**src/rtl/multicycle_control.sv**
```systemverilog
// ---------------------------------------------------------------------------
// multicycle_control
//
// Control unit for the multicycle 16-bit processor. A Moore FSM steps each
// instruction through FETCH -> DECODE -> EXEC -> (MEM) -> (WB). It also keeps
// the privilege bit, sends faults (illegal opcode, ALU overflow) to TRAP, and
// parks the core in HALT.
//
// Ports
//   clock          rising-edge system clock
//   reset          asynchronous active-low reset
//   instruction    fetched instruction: opcode [15:12], alu_funct [11:8]
//   overflow       ALU overflow, only looked at in EXEC
//   MemWrite .. AluOp   datapath controls (Moore: state + latched opcode/funct)
//   in_kernel      privilege mode bit (1 = kernel)
//   state_out      current state code
//   illegal_op     high during EXEC of an opcode in 0x8..0xD
// ---------------------------------------------------------------------------
module multicycle_control (
    input  logic        clock,
    input  logic        reset,
    input  logic [15:0] instruction,
    input  logic        overflow,
    output logic        MemWrite,
    output logic [1:0]  MemSrc,
    output logic [2:0]  MemDst,
    output logic [3:0]  PCSrc,
    output logic [1:0]  SPSrc,
    output logic        PCWrite,
    output logic        SPWrite,
    output logic        InstWrite,
    output logic        mary_write,
    output logic        shelley_write,
    output logic        comp_write,
    output logic        ra_write,
    output logic [2:0]  mary_src,
    output logic [1:0]  shelley_src,
    output logic        ra_src,
    output logic        SrcA,
    output logic [1:0]  SrcB,
    output logic [3:0]  AluOp,
    output logic        in_kernel,
    output logic [2:0]  state_out,
    output logic        illegal_op
);

    typedef enum logic [2:0] {
        S_FETCH  = 3'd0,
        S_DECODE = 3'd1,
        S_EXEC   = 3'd2,
        S_MEM    = 3'd3,
        S_WB     = 3'd4,
        S_TRAP   = 3'd5,
        S_HALT   = 3'd6
    } state_t;

    localparam logic [3:0] OP_ALU  = 4'h0;
    localparam logic [3:0] OP_ADDI = 4'h1;
    localparam logic [3:0] OP_LW   = 4'h2;
    localparam logic [3:0] OP_SW   = 4'h3;
    localparam logic [3:0] OP_JAL  = 4'h4;
    localparam logic [3:0] OP_JR   = 4'h5;
    localparam logic [3:0] OP_PUSH = 4'h6;
    localparam logic [3:0] OP_POP  = 4'h7;
    localparam logic [3:0] OP_USER = 4'hE;
    localparam logic [3:0] OP_HALT = 4'hF;

    state_t     state_q, state_d;
    logic [3:0] opcode_q, opcode_d;
    logic [3:0] funct_q, funct_d;
    logic       in_kernel_q, in_kernel_d;
    logic       illegal_opc;

    // The immediate field is decoded by the datapath, not here.
    logic unused_imm;
    assign unused_imm = ^instruction[7:0];

    assign illegal_opc = (opcode_q >= 4'h8) && (opcode_q <= 4'hD);

    always_ff @(posedge clock or negedge reset) begin
        if (!reset) begin
            state_q     <= S_FETCH;
            opcode_q    <= 4'h0;
            funct_q     <= 4'h0;
            in_kernel_q <= 1'b1;
        end else begin
            state_q     <= state_d;
            opcode_q    <= opcode_d;
            funct_q     <= funct_d;
            in_kernel_q <= in_kernel_d;
        end
    end

    // Next-state logic
    always_comb begin
        state_d     = state_q;
        opcode_d    = opcode_q;
        funct_d     = funct_q;
        in_kernel_d = in_kernel_q;
        case (state_q)
            S_FETCH: state_d = S_DECODE;
            S_DECODE: begin
                opcode_d = instruction[15:12];
                funct_d  = instruction[11:8];
                state_d  = (instruction[15:12] == OP_HALT) ? S_HALT : S_EXEC;
            end
            S_EXEC: begin
                state_d = S_FETCH;
                case (opcode_q)
                    OP_ALU, OP_ADDI:               state_d = overflow ? S_TRAP : S_WB;
                    OP_LW, OP_SW, OP_PUSH, OP_POP: state_d = S_MEM;
                    OP_USER:                       in_kernel_d = 1'b0;
                    default: if (illegal_opc)      state_d = S_TRAP;
                endcase
            end
            S_MEM:   state_d = (opcode_q == OP_LW) ? S_WB : S_FETCH;
            S_WB:    state_d = S_FETCH;
            S_TRAP: begin
                state_d     = S_FETCH;
                in_kernel_d = 1'b1;
            end
            S_HALT:  state_d = S_HALT;
            default: state_d = S_FETCH;   // unused code 7 recovers to FETCH
        endcase
    end

    // Moore outputs: depend only on state and the latched opcode/funct
    always_comb begin
        MemWrite      = 1'b0;
        MemSrc        = 2'd0;
        MemDst        = 3'd0;
        PCSrc         = 4'd0;
        SPSrc         = 2'd0;
        PCWrite       = 1'b0;
        SPWrite       = 1'b0;
        InstWrite     = 1'b0;
        mary_write    = 1'b0;
        shelley_write = 1'b0;
        comp_write    = 1'b0;
        ra_write      = 1'b0;
        mary_src      = 3'd0;
        shelley_src   = 2'd0;
        ra_src        = 1'b0;
        SrcA          = 1'b0;
        SrcB          = 2'd0;
        AluOp         = 4'd0;
        illegal_op    = 1'b0;
        case (state_q)
            S_FETCH: begin
                InstWrite = 1'b1;
                PCWrite   = 1'b1;
            end
            S_EXEC: begin
                case (opcode_q)
                    OP_ALU: begin
                        AluOp      = funct_q;
                        comp_write = 1'b1;
                    end
                    OP_ADDI: begin
                        SrcB       = 2'd1;
                        comp_write = 1'b1;
                    end
                    OP_LW, OP_SW: begin
                        SrcB       = 2'd2;
                        comp_write = 1'b1;
                    end
                    OP_JAL: begin
                        ra_write = 1'b1;
                        PCWrite  = 1'b1;
                        PCSrc    = 4'd1;
                    end
                    OP_JR: begin
                        PCWrite = 1'b1;
                        PCSrc   = 4'd2;
                    end
                    OP_PUSH: begin
                        SPWrite = 1'b1;
                        SPSrc   = 2'd1;
                    end
                    OP_POP:  MemSrc = 2'd2;
                    default: illegal_op = illegal_opc;
                endcase
            end
            S_MEM: begin
                case (opcode_q)
                    OP_LW: MemSrc = 2'd1;
                    OP_SW: begin
                        MemWrite = 1'b1;
                        MemSrc   = 2'd1;
                    end
                    OP_PUSH: begin
                        MemWrite = 1'b1;
                        MemSrc   = 2'd2;
                    end
                    OP_POP: begin
                        mary_write = 1'b1;
                        mary_src   = 3'd2;
                        SPWrite    = 1'b1;
                        SPSrc      = 2'd2;
                    end
                    default: ;
                endcase
            end
            S_WB: begin
                mary_write = 1'b1;
                mary_src   = (opcode_q == OP_LW) ? 3'd2 : 3'd1;
            end
            S_TRAP: begin
                ra_write = 1'b1;
                PCWrite  = 1'b1;
                PCSrc    = 4'd3;
            end
            default: ;
        endcase
    end

    assign state_out = state_q;
    assign in_kernel = in_kernel_q;

endmodule

```
**config.mk**
```make
export PLATFORM = sky130hd
export DESIGN_NAME = multicycle_control
export DESIGN_NICKNAME = d
export VERILOG_FILES = /design/src/rtl/multicycle_control.sv
export SDC_FILE = /design/constraint.sdc
export NUM_CORES = 1
export LEC_CHECK = 0
export ABC_AREA = 1
export CORE_MARGIN = 3
export CORE_UTILIZATION = 37
export CTS_BUF_LIST = sky130_fd_sc_hd__clkbuf_8
export CTS_CLUSTER_SIZE = 16
export DETAILED_ROUTE_END_ITERATION = 6
export HOLD_SLACK_MARGIN = 0.06
export PLACE_DENSITY = 0.82
export SYNTH_ARGS = -nofsm -noshare
export SYNTH_HDL_FRONTEND = slang
export SYNTH_SLANG_ARGS = --single-unit
```
**constraint.sdc**
```tcl
create_clock -name clock -period 1.6 [get_ports clock]
set_input_delay 0.32 -clock clock [delete_from_list [all_inputs] [get_ports clock]]
set_output_delay 0.32 -clock clock [all_outputs]
set_load 0.05 [all_outputs]
```
==> metrics.cfg, run 1 <==
[run_status]
status = did not finish
lastStage = 4_1_cts
error_line = [ERROR DPL-0033] detailed placement checks failed during check placement.

[clocking]
htreeDepth = 1
postCtsSetupBuffers = 14
cts_buffers = 3
cts_resized = 34
clock-sinks = 12
postCtsHoldBufs = 0
clk_path_buf_depth = 2
ctsRootBufferMaster = clkbuf_8

[placed_design]
placement.io_buffers = 36
dp_hpwl_mm = 2.658
gp_congestion = 0.9059

[logic_synthesis]
ys_warn_count = 0
seq_area_frac_synth = 0.3468
postSynthCellCount = 123
syn_avg_cell_area_sq_um = 7.070
netlist_area_sq_um = 869.6
ys_seq_elements = 12
yosysUniqueCellTypes = 24

[floorplan]
start_util = 0.4177
fp.dieH_um = 54.48
die-width_um = 54.48
io_pins = 56
num_rows = 16

## stage by stage
stage / setup TNS [ns] / cell area (sq um) / instances / utilization / setup WS, ns
after detailed placement: -0.3339 / 1755 / 200 / 0.8431 / -0.07362
after global placement: 0 / 1755 / 200 / 0.8431 / 0.01681
after floorplan: -4.305 / 1056 / 133 / - / -0.4328
## synth_stat cells
master,instances,share of area
nand2_1,24,0.10
buf_4,11,0.095
dfrtp_1,11,0.32
inv_1,11,0.047
nor2_1,11,0.047
inv_2,9,0.039
nand3_1,8,0.046
o21ai_0,8,0.046
o21ai_1,8,0.046
a21oi_1,3,0.017
nor2_2,3,0.022
nor3_2,3,0.035
o21ai_2,2,0.020
buf_2,1,0.0057
clkinv_2,1,0.0057
conb_1,1,0.0043
dfstp_2,1,0.030
nand2_4,1,0.013
nand3_2,1,0.012
nand4_1,1,0.0072
nand4_2,1,0.014
nor2_4,1,0.013
nor3_1,1,0.0057
o211ai_1,1,0.0086
## cell families after synthesis
kind of cell    Yosys count  share of synthesized area
compound gates           22                     0.1381
buf+inv                  33                     0.1928
flops                    12                     0.3468
other cells               1                   0.004312
simple gates             55                     0.3180
==> run 2: changes to the inputs <==
==> config.mk (replaced) <==
export PLATFORM = sky130hd
export DESIGN_NAME = multicycle_control
export DESIGN_NICKNAME = d
export VERILOG_FILES = /design/src/rtl/multicycle_control.sv
export SDC_FILE = /design/constraint.sdc
export NUM_CORES = 1
export LEC_CHECK = 0
export ABC_AREA = 1
export CORE_AREA = 3 3 64 66
export DETAILED_ROUTE_END_ITERATION = 6
export DIE_AREA = 0 0 67 69
export PLACE_DENSITY_LB_ADDON = 0.15
export SYNTH_ARGS = -nofsm -noshare
export SYNTH_HDL_FRONTEND = slang
export SYNTH_SLANG_ARGS = --single-unit
==> run 2 against run 1 <==
Effect of this change:
- the flow now finishes, with violations (setup timing)
- synthesized cell count is the same
- synthesized area is the same
==> metrics.cfg, run 2 <==
[clocking]
clock-sinks = 12  ; unchanged
cts.clk_slew.worst_paths_ns = 0.05
clk_latency_ns = 0.24
cts_buffers = 3  ; unchanged
cts_tree = built
ctsRootBufferMaster = clkbuf_8  ; unchanged
htreeDepth = 1  ; unchanged
clk_path_buf_depth = 2  ; unchanged
postCtsHoldBufs = 0  ; unchanged

[logic_synthesis]
netlist_area_sq_um = 869.6  ; unchanged
netlist.area_leader.share = 0.3165  ; unchanged
synth_area_leader_cell = dfrtp_1  ; unchanged
synth_most_common_cell = nand2_1  ; unchanged
synthSimpleGateAreaFrac = 0.3180  ; unchanged
synth_top_family_by_area = simple AND/OR/NAND/NOR gates  ; unchanged
ys_seq_elements = 12  ; unchanged
muxShareOfSynthArea = 0  ; unchanged
async_flop_share = 1.000  ; unchanged
synth-adder-area-share = 0  ; unchanged
ys_warn_count = 0  ; unchanged
synth-xor-area-share = 0  ; unchanged
syn_avg_cell_area_sq_um = 7.070  ; unchanged
yosysUniqueCellTypes = 24  ; unchanged
ys_top_cells_by_count = nand2_1, buf_4, dfrtp_1, inv_1, nor2_1  ; unchanged
seq_area_frac_synth = 0.3468  ; unchanged
synth-compound-area-share = 0.1381  ; unchanged
synth_edf_count = 0  ; unchanged
postSynthCellCount = 123  ; unchanged
synthTopCellsByArea = dfrtp_1, nand2_1, buf_4  ; unchanged
ys_dominant_reg_cell = dfrtp_1  ; unchanged

[timing]
worst_pin_slew_ns = 0.5223
rsz0062_at_grt = yes
final_hold_viol_count = 0
skew_ns = 0.001600
setup_violations = 22
slew_viol_final = 0
final.period_utilization = 1.142
fmax_ghz = 0.5472
setup_slack_ns = -0.2274
hold_slack_ns = 0.4270
min_period_ns = 1.827
maxSlewHeadroom = 0.6507
fin_tns_setup_ns = -3.677

[global_route]
grt.total_usage = 0.1281
overflow = 0
grt_first_pass_wirelength_mm = 4.671
first_global_vias = 1100
antenna_found_initial = 0
grt_start_max_net_pins = 13

[floorplan]
die_area_sq_um = 4623
io_pins = 56  ; unchanged
num_rows = 22  ; was 16
die-width_um = 67  ; was 54.48 um
core_area_sq_um = 3633
fp.dieH_um = 69  ; was 54.48 um
start_util = 0.2393  ; was 0.4177

[critical_path]
critical_path_arrival_ns = 1.51
critical_path.startpoint = state_out[0]
crit_buf_inv = 3
path_cells = buf_4, buf_6, nor2_4, nand2_4, a21oi_4, buf_12
crit_family = flip-flops
r2r_cells = 8
start_kind = register
r2r-end = state_out[0]
r2r_start = opcode_q[3]
cp_slowest_cell = dfrtp_2
required_ns = 1.28
r2r_setup_slack_ns = 0.26
cpPeakStageDelay_ns = 0.44
worstSetupEndpointType = output port
crit_fanout = 4
path_class = register to output port

[run_status]
status = finished with violations  ; was did not finish
violations = setup timing

[detailed_routing]
first_pass_iters = 4
wl_mm = 2.811
drc = 0
routedWlPerCell_um = 11.62
vias = 1029
route.antenna.remaining_nets = 0
drt_iter0_markers = 20
viasPerCell = 4.252

[finish]
n_fill_cell = 323
multiInputGateArea_sq_um = 698.2
nNetsFinal = 214
syn_to_final_growth_pct = 143.5
layout_common_cells = buf_12, buf_4, nand2_1, conb_1
fin_util = 0.5826
final_common_cell = buf_12
regArea_sq_um = 305.3
insertedDiodeCount = 0
drive_gt1_frac = 0.5979

[power_and_ir_drop]
powerDensity_nw_per_um2 = 2036
leakage_nw = 0.9515
vdd_drop_max_uv = 749.3

[placed_design]
dp_hpwl_mm = 2.151  ; was 2.658 mm
placement.io_buffers = 36  ; unchanged
gp_congestion = 0.7803  ; was 0.9059

[run]
drv_cap = 0

[worst_hold_path]
hold_path_class = primary input to asynchronous set/reset pin

run 2: cell counts after synthesis:
Identical to the previous run, type by type.
run 2: per-layer routing:
layer,routed length (um),vias up,GRT usage
met5,0,-,0
met3,175,6,0.02932
li1,-,515,-
met1,1087,470,0.1373
met2,1498,38,0.2249
met4,48,0,0.06757
run 2: layout make-up:
type                            count  share of cell area
Clock buffer                        4             0.02600
Inverter                           21             0.04137
Multi-Input combinational cell     88              0.3298
Sequential cell                    12              0.1442
Tap cell                           48             0.02837
Timing Repair Buffer               69              0.4303
run 2: worst register-to-register path, cell delays in order, from the launching register on:
cell	delay, ns
dfrtp_1	0.41
buf_4	0.15
buf_4	0.13
nor2_1	0.18
inv_1	0.10
nand3_1	0.09
nand2_1	0.05
nand3_1	0.08
nand2_1	0.05
run 2: power by group:
group / internal (mW) / switching, mW / leakage [nW]
clock network: 0.217 / 0.109 / 0.0288
registers: 0.463 / 0.123 / 0.143
logic: 1.49 / 1.91 / 0.779
run 2: logic make-up (layout without fill, tap and decap cells):
kind of cell / after synthesis / after routing
compound gates: 22 / 22
flops: 12 / 12
other cells: 1 / 11
buf+inv: 33 / 94
simple gates: 55 / 55
run 2: metrics by stage:
| step | setup slack [ns] | power (mW) | instances | area (sq um) |
|---|---|---|---|---|
| 6_report | -0.2274 | 4.310 | 242 | 2117 |
| 5_1_grt | -0.3044 | 4.570 | 242 | 2117 |
| 4_1_cts | -0.2351 | 4.156 | 240 | 2044 |
| 3_5_place_dp | -0.01032 | 3.431 | 225 | 1812 |
| 3_3_place_gp | -0.003110 | 3.384 | 225 | 1812 |
| 2_1_floorplan | -0.4328 | 2.155 | 133 | 1056 |
run 2: repair_timing:
action,in CTS,in global routing
buffers inserted,11,6
resized for setup,22,15
pin swaps,16,14
gates cloned,0,0
setup endpoints to repair,22,22
run 2: worst max-delay path by stage:
stage	endpoint	slack, ns	cells after the start
floorplan	SrcB[1]	-0.43	6
detailed placement	AluOp[0]	-0.01	6
global placement	AluOp[1]	-0.003	6
CTS	AluOp[2]	-0.24	6
global route	AluOp[2]	-0.30	7
finish	mary_src[0]	-0.23	6
Note: power is estimated with default switching activity, not from simulation.
==> run 3: changes to the inputs <==
--- a/config.mk
+++ b/config.mk
@@ -6,6 +6,7 @@
 export NUM_CORES = 1
 export LEC_CHECK = 0
 export ABC_AREA = 1
+export CAP_MARGIN = 20
 export CORE_AREA = 3 3 64 66
 export DETAILED_ROUTE_END_ITERATION = 6
 export DIE_AREA = 0 0 67 69
==> results of run 3 <==
Final layout, timing and power as in run 2 (identical DEF).
==> run 4: changes to the inputs <==
--- a/config.mk
+++ b/config.mk
@@ -11,6 +11,8 @@
 export DETAILED_ROUTE_END_ITERATION = 6
 export DIE_AREA = 0 0 67 69
 export PLACE_DENSITY_LB_ADDON = 0.15
+export RECOVER_POWER = 100
+export SLEW_MARGIN = 10
 export SYNTH_ARGS = -nofsm -noshare
 export SYNTH_HDL_FRONTEND = slang
 export SYNTH_SLANG_ARGS = --single-unit
==> run 4 against run 3 <==
Effect of this change:
- the flow still finishes with violations (setup timing)
- fmax stayed put
- core utilization unchanged
- global-route usage unchanged
- final cell count did not move
- non-clock buffer count is the same
- sequential power about the same
- combinational power hardly changed
- register-to-register slack got worse by 0.03 ns
- clock-buffer cell count unchanged
- final area unchanged
- die area unchanged
- critical path depth unchanged
- largest cell class unchanged
- largest power group unchanged
==> metrics.cfg, run 4 (same netlist as run 2, synthesis figures left out) <==
[finish]
n_fill_cell = 323  ; unchanged
syn_to_final_growth_pct = 143.5  ; unchanged
fin_util = 0.5826  ; unchanged
layout_common_cells = buf_12, buf_4, nand2_1, conb_1  ; unchanged
fin_cells = 242  ; unchanged
final_common_cell = buf_12  ; unchanged
drive_gt1_frac = 0.5928  ; was 0.5979
insertedDiodeCount = 0  ; unchanged
nNetsFinal = 214  ; unchanged

[floorplan]
die-width_um = 67  ; unchanged
num_rows = 22  ; unchanged
core_area_sq_um = 3633  ; unchanged
die_area_sq_um = 4623  ; unchanged
start_util = 0.2393  ; unchanged
fp.dieH_um = 69  ; unchanged
io_pins = 56  ; unchanged

[power_and_ir_drop]
leakage_nw = 0.9536  ; was 0.9515 nW
p_seq_frac = 0.136  ; about the same
clkPwrFrac = 0.076  ; about the same
p_int_mw = 2.168  ; was 2.170 mW
switching_power_mw = 2.138  ; was 2.140 mW
power_frac_comb = 0.788  ; about the same
powerDensity_nw_per_um2 = 2034  ; was 2036 nW/um^2
vdd_drop_max_uv = 748.6  ; was 749.3 uV
netSwitchingFraction = 0.4965  ; was 0.4966

[timing]
final_hold_viol_count = 0  ; unchanged
maxSlewHeadroom = 0.6472  ; was 0.6507
rsz0062_at_grt = yes  ; unchanged
slew_viol_final = 0  ; unchanged
setup_violations = 22  ; unchanged
fmax_ghz = 0.5472  ; unchanged
setup_slack_ns = -0.2274  ; unchanged
skew_ns = 0.001600  ; unchanged
worst_pin_slew_ns = 0.5274  ; was 0.5223 ns
hold_slack_ns = 0.4972  ; was 0.4270 ns
min_period_ns = 1.827  ; unchanged
final.period_utilization = 1.142  ; unchanged

[detailed_routing]
viasPerCell = 4.252  ; unchanged
routedWlPerCell_um = 11.62  ; unchanged
drt_iter0_markers = 20  ; unchanged
vias = 1029  ; unchanged
first_pass_iters = 4  ; unchanged
route.antenna.remaining_nets = 0  ; unchanged
drc = 0  ; unchanged
wl_mm = 2.811  ; unchanged

[global_route]
antenna_found_initial = 0  ; unchanged
grt_start_max_net_pins = 13  ; unchanged
overflow = 0  ; unchanged
grt.total_usage = 0.1281  ; unchanged
grt_first_pass_wirelength_mm = 4.671  ; unchanged
first_global_vias = 1100  ; unchanged

[placed_design]
gp_congestion = 0.7803  ; unchanged
pre_cts_ws_ns = -0.01032  ; unchanged
dp_hpwl_mm = 2.151  ; unchanged
dp.cells = 225  ; unchanged
placement.io_buffers = 36  ; unchanged

[clocking]
clk_latency_ns = 0.24  ; about the same
cts_buffers = 3  ; unchanged
htreeDepth = 1  ; unchanged
clock-sinks = 12  ; unchanged
clk_path_buf_depth = 2  ; unchanged
ctsRootBufferMaster = clkbuf_8  ; unchanged
cts.clk_slew.worst_paths_ns = 0.05  ; about the same
cts_tree = built  ; unchanged

[critical_path]
required_ns = 1.28  ; about the same
critical_path.startpoint = state_out[0]  ; unchanged
r2r_start = state_out[1]  ; was opcode_q[3]
critical_path_arrival_ns = 1.51  ; about the same
crit_fanout = 4  ; unchanged
path_class = register to output port  ; unchanged
start_kind = register  ; unchanged
worstSetupEndpointType = output port  ; unchanged

[run_status]
status = finished with violations  ; unchanged
violations = setup timing  ; unchanged

[run]
drv_cap = 0  ; unchanged

[worst_hold_path]
hold_path_class = primary input to asynchronous set/reset pin  ; unchanged

run 4: cell count changes in the layout (fill, tap and decap cells not counted), sizes merged:
cell	before	now
clkdlybuf4s50	10	9
dlygate4sd3	0	1
run 4: critical path: stages (launching register included):
cell	delay, ns
dfrtp_2	0.44
buf_4	0.15
buf_6	0.12
nor2_4	0.15
nand2_4	0.10
a21oi_4	0.15
buf_12	0.15
run 4: timing repair:
action,in CTS,in global routing
setup endpoints to repair,22,22
buffers inserted,11,6
hold buffers,0,0
pin swaps,16,14
gates resized for setup,22,15
run 4: power groups by stage:
stage / logic, mW / registers (mW) / clock network [mW]
2_1_floorplan: 1.40 / 0.755 / 0
3_3_place_gp: 2.81 / 0.569 / 0
3_5_place_dp: 2.86 / 0.576 / 0
4_1_cts: 3.25 / 0.566 / 0.342
5_1_grt: 3.60 / 0.605 / 0.359
6_report: 3.39 / 0.586 / 0.326
run 4: area by class of cell:
cell class | count | area (sq um) | share of cell area
multi-input combinational | 88 | 698.2 | 0.3298
tap | 48 | 60.06 | 0.02837
timing repair buffer | 69 | 910.9 | 0.4303
sequential | 12 | 305.3 | 0.1442
inverter | 21 | 87.58 | 0.04137
clock buffer | 4 | 55.05 | 0.02600
run 4: final timing paths:
path	end	slack (ns)	depth (start not counted)
setup / recovery	mary_src[0]	-0.23	6
hold / removal	funct_q[0]	0.50	1
setup reg to reg	state_out[2]	0.23	8
hold reg to reg	in_kernel	0.50	2
max in group asynchronous	state_out[0]	0.72	1
min in group clock	in_kernel	0.50	2
run 4: stage by stage:
stage | setup TNS (ns) | instance area [sq um] | total power [mW]
5_1_grt | -5.120 | 2117 | 4.565
6_report | -3.677 | 2117 | 4.305
2_1_floorplan | -4.305 | 1056 | 2.155
3_5_place_dp | -0.01749 | 1812 | 3.431
4_1_cts | -3.443 | 2044 | 4.156
3_3_place_gp | -0.004303 | 1812 | 3.384
run 4: per-layer routing:
layer | track usage | routed length [um] | vias to the layer above
li1 | - | - | 515
met1 | 0.1373 | 1087 | 470
met2 | 0.2249 | 1498 | 38
met3 | 0.02932 | 175 | 6
met4 | 0.06757 | 48 | 0
met5 | 0 | 0 | -
